**src/rtl/decoder_pkg.sv**
```systemverilog
// decoder_pkg: shared opcode, cmd, ALU-control and immediate-source encodings
package decoder_pkg;
  typedef enum logic [1:0] {
    OP_DP  = 2'b00,
    OP_MEM = 2'b01,
    OP_BR  = 2'b10,
    OP_UND = 2'b11
  } opE;
  localparam logic [3:0] CMD_AND = 4'b0000;
  localparam logic [3:0] CMD_SUB = 4'b0010;
  localparam logic [3:0] CMD_ADD = 4'b0100;
  localparam logic [3:0] CMD_ORR = 4'b1100;
  localparam logic [1:0] ALU_ADD = 2'b00;
  localparam logic [1:0] ALU_SUB = 2'b01;
  localparam logic [1:0] ALU_AND = 2'b10;
  localparam logic [1:0] ALU_ORR = 2'b11;
  localparam logic [1:0] IMM_DP  = 2'b00;
  localparam logic [1:0] IMM_MEM = 2'b01;
  localparam logic [1:0] IMM_BR  = 2'b10;
endpackage

```
**src/rtl/decoder_if.sv**
```systemverilog
// decoder_if: instruction fields in, registered datapath controls out
interface decoder_if;
  logic [1:0] Op;
  logic [5:0] Funct;
  logic [3:0] Rd;
  logic [1:0] FlagW;
  logic       PCS;
  logic       RegW;
  logic       MemW;
  logic       MemtoReg;
  logic       ALUSrc;
  logic [1:0] ImmSrc;
  logic [1:0] RegSrc;
  logic [1:0] ALUControl;
  modport master (
    output Op, Funct, Rd,
    input  FlagW, PCS, RegW, MemW, MemtoReg, ALUSrc, ImmSrc, RegSrc, ALUControl
  );
  modport slave (
    input  Op, Funct, Rd,
    output FlagW, PCS, RegW, MemW, MemtoReg, ALUSrc, ImmSrc, RegSrc, ALUControl
  );
endinterface

```
**src/rtl/decoder_alu_dec.sv**
```systemverilog
// decoder_alu_dec: combinational ALU-control and flag-write decode
module decoder_alu_dec
  import decoder_pkg::*;
(
  input  logic       aluOp,
  input  logic [4:0] funct,
  output logic [1:0] aluControl,
  output logic [1:0] flagW
);
  logic [3:0] cmd;
  logic       s, supported, arith;
  always_comb begin
    cmd        = funct[4:1];
    s          = funct[0];
    arith      = (cmd == CMD_ADD) || (cmd == CMD_SUB);
    supported  = arith || (cmd == CMD_AND) || (cmd == CMD_ORR);
    aluControl = !aluOp            ? ALU_ADD :
                 (cmd == CMD_SUB)  ? ALU_SUB :
                 (cmd == CMD_AND)  ? ALU_AND :
                 (cmd == CMD_ORR)  ? ALU_ORR : ALU_ADD;
    flagW      = {aluOp & supported & s, aluOp & arith & s};
  end
endmodule

```
**src/rtl/decoder.sv**
```systemverilog
// decoder: main control decode with registered outputs for the ARM-subset core
module decoder
  import decoder_pkg::*;
(
  input logic      clk,
  input logic      reset,
  decoder_if.slave bus
);
  logic       branch, aluOp, regW, memW, memtoReg, aluSrc, pcs;
  logic [1:0] immSrc, regSrc, aluControl, flagW;
  decoder_alu_dec aluDec (
    .aluOp      (aluOp),
    .funct      (bus.Funct[4:0]),
    .aluControl (aluControl),
    .flagW      (flagW)
  );
  always_comb begin
    branch   = 1'b0;
    aluOp    = 1'b0;
    regW     = 1'b0;
    memW     = 1'b0;
    memtoReg = 1'b0;
    aluSrc   = 1'b0;
    immSrc   = IMM_DP;
    regSrc   = 2'b00;
    case (opE'(bus.Op))
      OP_DP: begin
        regW   = 1'b1;
        aluSrc = bus.Funct[5];
        aluOp  = 1'b1;
      end
      OP_MEM: begin
        regW     = bus.Funct[0];
        memW     = ~bus.Funct[0];
        memtoReg = bus.Funct[0];
        aluSrc   = 1'b1;
        immSrc   = IMM_MEM;
        regSrc   = bus.Funct[0] ? 2'b00 : 2'b10;
      end
      OP_BR: begin
        branch = 1'b1;
        aluSrc = 1'b1;
        immSrc = IMM_BR;
        regSrc = 2'b01;
      end
      default: ;
    endcase
    pcs = branch | (regW & (bus.Rd == 4'hF));
  end
  always_ff @(posedge clk) begin
    if (reset) begin
      bus.FlagW      <= '0;
      bus.PCS        <= 1'b0;
      bus.RegW       <= 1'b0;
      bus.MemW       <= 1'b0;
      bus.MemtoReg   <= 1'b0;
      bus.ALUSrc     <= 1'b0;
      bus.ImmSrc     <= '0;
      bus.RegSrc     <= '0;
      bus.ALUControl <= '0;
    end else begin
      bus.FlagW      <= flagW;
      bus.PCS        <= pcs;
      bus.RegW       <= regW;
      bus.MemW       <= memW;
      bus.MemtoReg   <= memtoReg;
      bus.ALUSrc     <= aluSrc;
      bus.ImmSrc     <= immSrc;
      bus.RegSrc     <= regSrc;
      bus.ALUControl <= aluControl;
    end
  end
endmodule

```
**src/flat_wrapper.sv**
```systemverilog
// flat-port wrapper written by rule: the top's interface ports become plain ports
module decoder_flat import decoder_pkg::*;
  (clk, reset, bus_Op, bus_Funct, bus_Rd, bus_FlagW, bus_PCS, bus_RegW, bus_MemW, bus_MemtoReg, bus_ALUSrc, bus_ImmSrc, bus_RegSrc, bus_ALUControl);
  decoder_if bus_i ();
  input logic clk;
  input logic reset;
  input wire logic [$bits(bus_i.Op)-1:0] bus_Op;
  input wire logic [$bits(bus_i.Funct)-1:0] bus_Funct;
  input wire logic [$bits(bus_i.Rd)-1:0] bus_Rd;
  output wire logic [$bits(bus_i.FlagW)-1:0] bus_FlagW;
  output wire logic [$bits(bus_i.PCS)-1:0] bus_PCS;
  output wire logic [$bits(bus_i.RegW)-1:0] bus_RegW;
  output wire logic [$bits(bus_i.MemW)-1:0] bus_MemW;
  output wire logic [$bits(bus_i.MemtoReg)-1:0] bus_MemtoReg;
  output wire logic [$bits(bus_i.ALUSrc)-1:0] bus_ALUSrc;
  output wire logic [$bits(bus_i.ImmSrc)-1:0] bus_ImmSrc;
  output wire logic [$bits(bus_i.RegSrc)-1:0] bus_RegSrc;
  output wire logic [$bits(bus_i.ALUControl)-1:0] bus_ALUControl;
  assign bus_i.Op = bus_Op;
  assign bus_i.Funct = bus_Funct;
  assign bus_i.Rd = bus_Rd;
  assign bus_FlagW = bus_i.FlagW;
  assign bus_PCS = bus_i.PCS;
  assign bus_RegW = bus_i.RegW;
  assign bus_MemW = bus_i.MemW;
  assign bus_MemtoReg = bus_i.MemtoReg;
  assign bus_ALUSrc = bus_i.ALUSrc;
  assign bus_ImmSrc = bus_i.ImmSrc;
  assign bus_RegSrc = bus_i.RegSrc;
  assign bus_ALUControl = bus_i.ALUControl;
  decoder u_core (.clk(clk), .reset(reset), .bus(bus_i));
endmodule
```
**config.mk**
```make
export PLATFORM = sky130hd
export DESIGN_NAME = decoder_flat
export DESIGN_NICKNAME = d
export VERILOG_FILES = /design/src/rtl/decoder_pkg.sv /design/src/rtl/decoder_if.sv /design/src/rtl/decoder_alu_dec.sv /design/src/rtl/decoder.sv /design/src/flat_wrapper.sv
export SDC_FILE = /design/constraint.sdc
export NUM_CORES = 1
export LEC_CHECK = 0
export CAP_MARGIN = 20
export CORE_MARGIN = 2
export CORE_UTILIZATION = 38
export DETAILED_ROUTE_END_ITERATION = 10
export DONT_BUFFER_PORTS = 1
export PLACE_DENSITY = 0.59
export SYNTH_ARGS = -nofsm -noshare
export SYNTH_HDL_FRONTEND = slang
export SYNTH_SLANG_ARGS = --single-unit
```
**constraint.sdc**
```tcl
create_clock -name clk -period 1.6 [get_ports clk]
set_input_delay 0.08 -clock clk [delete_from_list [all_inputs] [get_ports clk]]
set_output_delay 0.08 -clock clk [all_outputs]
set_load 0.005 [all_outputs]
```
==> run summary, run 1 <==
### Timing
* 0 — Final Max Slew Viols
* 0.2434 ns — slew at the pin closest to its max-slew limit
* 0 ns — setup TNS
* 83.68% — Slew Limit Headroom
* 0 — number of hold-slack violations in the final timing report
* 0 — final setup vio count
* 669.9 MHz — highest attainable clock frequency
* 93.29% — part of the cycle the worst path needs
* 0.01331 ns — post-route worst hold slack
* no — RSZ-0062 raised after global routing
* 1.493 ns — final period demand of the worst path

### Global routing
* 0 — leftover overflow at the end of global routing
* 11 — pin count of the biggest net entering global routing
* 16.36% — overall track demand over capacity in global routing
* 1718 um — first-pass GRT wire length
* 0 — number of antenna violations at the first check in global routing
* 396 — via count of the first global-routing pass

### Floorplan
* 40.34 um — horizontal die dimension
* 1269 sq um — core outline area
* 13 — number of rows created at floorplan
* 40.34 um — vertical die dimension
* 27 — total I/O pin count
* 1627 sq um — DIE AREA
* 39.55% — Starting Density

### Worst setup path
* 1.80 ns — required time worst endpoint
* 1.70 ns — Worst EP arrival
* input pin — startpoint type of the worst setup path
* dlygate4sd3_1 — Worst path most repeated cell
* 10 — critical-path maximum fanout
* in2reg — Setup Crit Path Kind
* flop — Worst setup EP type
* dlygate4sd3_1 — cell with the largest stage delay on the worst path
* dlygate4sd3_1 > or3b_4 > dlygate4sd3_1 > a21oi_1 — worst path cell trace
* 0.57 ns — stage delay of the slowest cell on the critical path

### Routing
* 377 — vias post-DR
* 4 — number of DRC markers in iteration 0
* 5.095 — routed via count divided by cell count
* 1050 um — post-detailed-routing wire length
* 0 — DRT antenna net count
* 4 — Pre-Repair DR Iteration Count
* 14.19 um — average wire per cell in the routed design
* 0 — DRC violation count after routing

### Layout
* 52.66% — utilization after layout
* 0 — antenna cells
* dlygate4sd3_1 (13), dfxtp_1 (12), ha_1 (5) — most used cells in the layout excluding fill and tap cells
* dlygate4sd3_1 — most common library cell in the layout ignoring fill and taps
* 33.17% — area added between synthesis and finish
* 79 — final net count
* 15.25% — layout cell share with drive strength beyond 1

### Hold path
* reset — hold_sp
* in2reg — hold crit path type
* u_core.bus.RegSrc[0]$_SDFF_PP0_ — destination of the worst hold path
* 1 — cell depth of the worst min-delay path

### Clock tree
* 3 — clock buffers created by TritonCTS
* 12 — Sinks on Clock Net
* 0 — number of buffers added for setup after CTS
* 0.07 ns — clock transition at the register clock pins on the worst setup and hold paths after CTS
* 2 — clock tree buffer depth
* yes — CTS tree
* clkbuf_4 — library cell used as clock root buffer
* 1 — number of levels in the clock H-tree

### Logic synthesis
* 501.7 sq um — total standard cell area after synthesis
* 0 — Yosys warnings
* 20 — Cell variety after synth
* 11.40 sq um — average footprint of a synthesized cell
* 47.88% — sequential-to-total area share from yosys stat
* 12 — number of flip-flops and latches in the synthesized netlist
* 44 — Post-Synthesis Cells
* 63 — Net Count, Synth

### Pwr
* 0.3315 mV — worst-case vdd ir drop
* 911.8 nW/um^2 — pwr dens
* 0.0002808 uW — standby leakage power

### Outcome
* finished, final reports clean — outcome

### Placed design
* 0 — port buffer count
* 711.2 um — placed wire-length estimate
* 0.7152 — RePlAce Congestion

### Run
* 0 — maximum capacitance violations

## cells by family after synthesis
family	count (synthesis)	share of synthesized area (%)
DFF	12	47.88
xor gates and xnor gates	1	1.746
and+or+nand+nor	16	24.94
adders and majority gates	5	12.47
buffers and inverters	4	5.238
AOI/OAI and AO/OA	6	7.729
## state kept, by name, summed over array words and instances, names as in the netlist
name and count:
u_core.bus.ImmSrc 1, u_core.bus.RegW 1, u_core.bus.MemtoReg 1, u_core.bus.FlagW 2, u_core.bus.PCS 1, u_core.bus.RegSrc 2, u_core.bus.MemW 1, u_core.bus.ALUControl 2
u_core.bus.ALUSrc 1
## final cells by class
type | count | area, sq um
multi-input combinational | 28 | 235.2
timing repair buffer | 13 | 130.1
inverter | 2 | 7.507
clock buffer | 4 | 36.28
sequential | 12 | 240.2
fill | 114 | 600.6
tap | 15 | 18.77
## per-stage QoR
step | power [uW] | cells | cell area [sq um] | setup slack [ns]
final | 609.2 | 74 | 668.1 | 0.1073
after global routing | 637.9 | 74 | 668.1 | 0.07881
after CTS | 612.6 | 74 | 668.1 | 0.003091
after detailed placement | 355.1 | 57 | 501.7 | 0.4425
after global placement | 352.9 | 57 | 501.7 | 0.5202
after floorplan | 354.2 | 44 | 501.7 | 0.5496
## how the worst max path moves through the flow
stage / startpoint / depth (start not counted) / slack [ns] / to
final: reset / 4 / 0.11 / u_core.bus.ALUControl[0]$_SDFF_PP0_
after global routing: reset / 4 / 0.08 / u_core.bus.ALUControl[0]$_SDFF_PP0_
after CTS: bus_Funct[1] / 4 / 0.003 / u_core.bus.ALUControl[1]$_SDFF_PP0_
after detailed placement: bus_Op[1] / 4 / 0.44 / u_core.bus.ALUControl[1]$_SDFF_PP0_
after global placement: bus_Op[1] / 4 / 0.52 / u_core.bus.ALUControl[1]$_SDFF_PP0_
after floorplan: bus_Op[1] / 4 / 0.55 / u_core.bus.ALUControl[1]$_SDFF_PP0_
## repair_timing
item | in CTS | in global routing
hold buffers | 13 | 1
hold endpoints to repair | 10 | 1
gates resized for setup | 0 | 0
setup endpoints to repair | 0 | 1
## Yosys cell counts
library cell / instances / area share, %
dfxtp_1: 12 / 48
ha_1: 5 / 12
a21oi_1: 3 / 3.0
nor3_1: 3 / 3.0
a211oi_1: 2 / 3.0
and2b_2: 2 / 3.5
inv_1: 2 / 1.5
nor2b_1: 2 / 2.5
nor3b_1: 2 / 3.0
a41oi_1: 1 / 1.7
and3b_2: 1 / 2.0
buf_4: 1 / 1.5
buf_6: 1 / 2.2
nand3b_1: 1 / 1.5
nand4bb_1: 1 / 2.2
nor2_1: 1 / 0.75
nor4_2: 1 / 2.5
or3b_1: 1 / 1.7
or3b_4: 1 / 2.2
xnor2_1: 1 / 1.7
## worst max-delay path: cells and delay by family
kind	cells	cell delay, ns
compound gates	1	0.11
buf+inv	2	1.10
simple gates	1	0.40
## report_power, final
group / total (uW) / switching, uW / internal [uW]
clock: 237 / 98.7 / 138
combinational: 59.4 / 22.5 / 36.9
sequential: 313 / 4.97 / 308
total: 609 / 126 / 483
## layer usage
layer | wire (um) | share of wire (%) | GRT usage [%]
met5 | 0 | 0 | 0
met4 | 7 | 0.67 | 7.500
met3 | 89 | 8.5 | 8.889
met2 | 539 | 51 | 25.00
met1 | 412 | 39 | 18.46
(Power assumes the default switching activity.)
==> run 2, diff against run 1 <==
Settings changed: ABC_AREA set to 1, CORE_AREA set to 2 2 39 41, CORE_MARGIN 2 to not set, CORE_UTILIZATION 38 to not set, DIE_AREA set to 0 0 41 43, PLACE_DENSITY 0.59 to 0.58.
==> run 2 against run 1 <==
  * Clock-buffer cell count stayed put
  * Via count is 0.80% higher
  * Critical path depth is 1 higher
  * Sequential power hardly changed
  * Synthesized cell count is 41% higher
  * Fmax is 7.5% higher
  * Global-route usage is 4.8 points lower
  * Die area is 8.4% higher
  * Largest cell class unchanged
  * Largest power group unchanged
  * Highest routed layer unchanged
==> run summary, run 2 <==
### Timing
* 0 — Final Max Slew Viols
* 1.389 ns — final period demand of the worst path
* 0.2808 ns — slew at the pin closest to its max-slew limit
* no — RSZ-0062 raised after global routing
* 86.82% — part of the cycle the worst path needs
* 0 — number of hold-slack violations in the final timing report
* 0 ns — setup TNS
* 81.22% — Slew Limit Headroom
* 719.9 MHz — highest attainable clock frequency
* 0 — final setup vio count
* 0.2110 ns — post-route setup slack

### Floorplan
* 35.35% — Starting Density
* 27 — total I/O pin count
* 1384 sq um — core outline area
* 14 — number of rows created at floorplan
* 43 um — vertical die dimension
* 41 um — horizontal die dimension
* 1763 sq um — DIE AREA

### Worst setup path
* flop — Worst setup EP type
* in2reg — Setup Crit Path Kind
* dlygate4sd3_1 — cell with the largest stage delay on the worst path
* 1.80 ns — required time worst endpoint
* u_core.bus.ALUControl[0]$_SDFF_PP0_ — worst setup path end
* 0.56 ns — stage delay of the slowest cell on the critical path
* dlygate4sd3_1 > nor2_1 > nand3_1 > dlygate4sd3_1 > a21oi_1 — worst path cell trace
* dlygate4sd3_1 — Worst path most repeated cell
* input pin — startpoint type of the worst setup path
* 4 — critical-path maximum fanout
* bus_Funct[1] — launch point of the critical path
* 5 — Stages on worst setup path
* buffers and inverters — crit-path leading delay family
* 1.58 ns — Worst EP arrival
* 2 — number of buffers and inverters on the critical path

### Logic synthesis
* nand2_1 (16), dfxtp_1 (12), nor2_1 (11), inv_1 (9), ha_1 (5) — list of most frequent post-synthesis cells
* dfxtp_1 (49%), ha_1 (13%), nand2_1 (12%), nor2_1 (8.4%), inv_1 (6.9%) — largest cells by area after synthesis
* 49.10% — sequential-to-total area share from yosys stat
* 7.891 sq um — average footprint of a synthesized cell
* 0% — share of flip-flops with an asynchronous set or reset after synthesis
* 62 — Post-Synthesis Cells
* 49.10% — portion of synthesized cell area occupied by the leading cell type
* 0 — Yosys warnings
* 489.2 sq um — total standard cell area after synthesis
* 12 — number of flip-flops and latches in the synthesized netlist
* dfxtp_1 — library cell with the largest summed area after synthesis
* 12 — Cell variety after synth
* nand2_1 — most common cell in the netlist
* 81 — Net Count, Synth
* dfxtp_1 — Main synth FF type
* 0 — count of flip-flops with a built-in enable after synthesis

### Routing
* 1 — number of DRC markers in iteration 0
* 4.318 — routed via count divided by cell count
* 0 — DRT antenna net count
* 380 — vias post-DR
* 0 — DRC violation count after routing
* 9.364 um — average wire per cell in the routed design
* 824 um — post-detailed-routing wire length
* 4 — Pre-Repair DR Iteration Count

### Global routing
* 1290 um — first-pass GRT wire length
* 358 — via count of the first global-routing pass
* 8 — pin count of the biggest net entering global routing
* 0 — leftover overflow at the end of global routing
* 0 — number of antenna violations at the first check in global routing
* 11.57% — overall track demand over capacity in global routing

### Placed design
* 0.8327 ns — pre-CTS worst setup slack
* 501.7 sq um — placement-stage cell area
* 617 um — placed wire-length estimate
* 0 — port buffer count
* 0.6508 — RePlAce Congestion

### Pwr
* 973.5 nW/um^2 — pwr dens
* 8.0% — share of total power in combinational logic
* 39.1% — fraction of power consumed by the clock network
* 52.9% — portion of total power attributed to sequential cells
* 122.6 uW — NetSw
* 20.71% — switching share of power
* 469.4 uW — internal power of the cells
* 0.2206 mV — worst-case vdd ir drop
* 0.0003184 uW — standby leakage power

### Layout
* 9.722% — layout cell share with drive strength beyond 1
* nand2_1 (16), dfxtp_1 (12), nor2_1 (11) — most used cells in the layout excluding fill and tap cells
* 608.1 sq um — post-route cell area
* 24.30% — area added between synthesis and finish
* 0 — antenna cells
* nand2_1 — most common library cell in the layout ignoring fill and taps
* 43.94% — utilization after layout
* u_core.bus.ALUControl x2, u_core.bus.FlagW x2, u_core.bus.RegSrc x2 — leading registers by flop count
* 92 — final net count

### Clock tree
* 2 — clock tree buffer depth
* clkbuf_4 — library cell used as clock root buffer
* 1 — number of levels in the clock H-tree
* 3 — clock buffers created by TritonCTS
* yes — CTS tree
* 0.07 ns — clock transition at the register clock pins on the worst setup and hold paths after CTS
* 0 — number of buffers added for setup after CTS
* 12 — Sinks on Clock Net

### Run
* 0 — maximum capacitance violations

### Outcome
* finished, final reports clean — outcome

### Hold path
* in2reg — hold crit path type

==> run 2: cell families (layout without fill, tap and decap cells) <==
kind of cell | Yosys count | count (layout) | share of synthesized area (%)
simple gates | 31 | 31 | 25.06
fa+ha+maj | 5 | 5 | 12.79
buf+inv | 11 | 21 | 9.207
compound gates | 3 | 3 | 3.837
flops | 12 | 12 | 49.10
==> run 2: power by group through the flow <==
stage                     logic, uW  clock network (uW)  registers, uW
after detailed placement       33.6                   0            321
final                          47.6                 231            313
after global placement         33.1                   0            320
after CTS                      48.0                 239            313
after floorplan                29.8                   0            319
after global routing           55.8                 250            315
==> run 2: worst min-delay path by stage <==
stage / to / depth (start not counted) / start
3_5_place_dp: u_core.bus.MemW$_SDFF_PP0_ / 1 / reset
4_1_cts: u_core.bus.ALUControl[0]$_SDFF_PP0_ / 3 / bus_Funct[1]
3_3_place_gp: u_core.bus.RegSrc[1]$_SDFF_PP0_ / 1 / reset
2_1_floorplan: u_core.bus.ImmSrc[0]$_SDFF_PP0_ / 1 / reset
6_report: u_core.bus.ALUSrc$_SDFF_PP0_ / 2 / bus_Funct[5]
5_1_grt: u_core.bus.ALUControl[0]$_SDFF_PP0_ / 3 / bus_Funct[1]
==> run 2: through the flow <==
step	instances	power (uW)	hold WS (ns)
floorplan	62	349.0	0.1513
global placement	77	353.5	0.1546
detailed placement	77	354.1	0.1551
CTS	88	600.3	0.004221
global route	88	620.7	0.02540
finish	88	592.0	0.01317
==> run 2: final cells by class <==
class,instances,area (sq um)
Fill cell,148,775.7
Sequential cell,12,240.2
Multi-Input combinational cell,39,203.9
Timing Repair Buffer,7,70.07
Inverter,10,37.54
Clock buffer,4,36.28
Tap cell,16,20.02
==> run 2: what timing repair did <==
| item | CTS | global route |
|---|---|---|
| endpoints found under the hold margin | 10 | 0 |
| setup endpoints to repair | 0 | 0 |
| resized for setup | 0 | 0 |
| hold buffers | 7 | 0 |
==> run 2: routing by layer <==
layer,vias to the layer above,routed length (um),global-route usage [%]
met5,-,0,0
met4,0,19,14.67
met3,2,64,3.665
met2,19,405,15.31
met1,157,334,11.97
li1,202,-,-
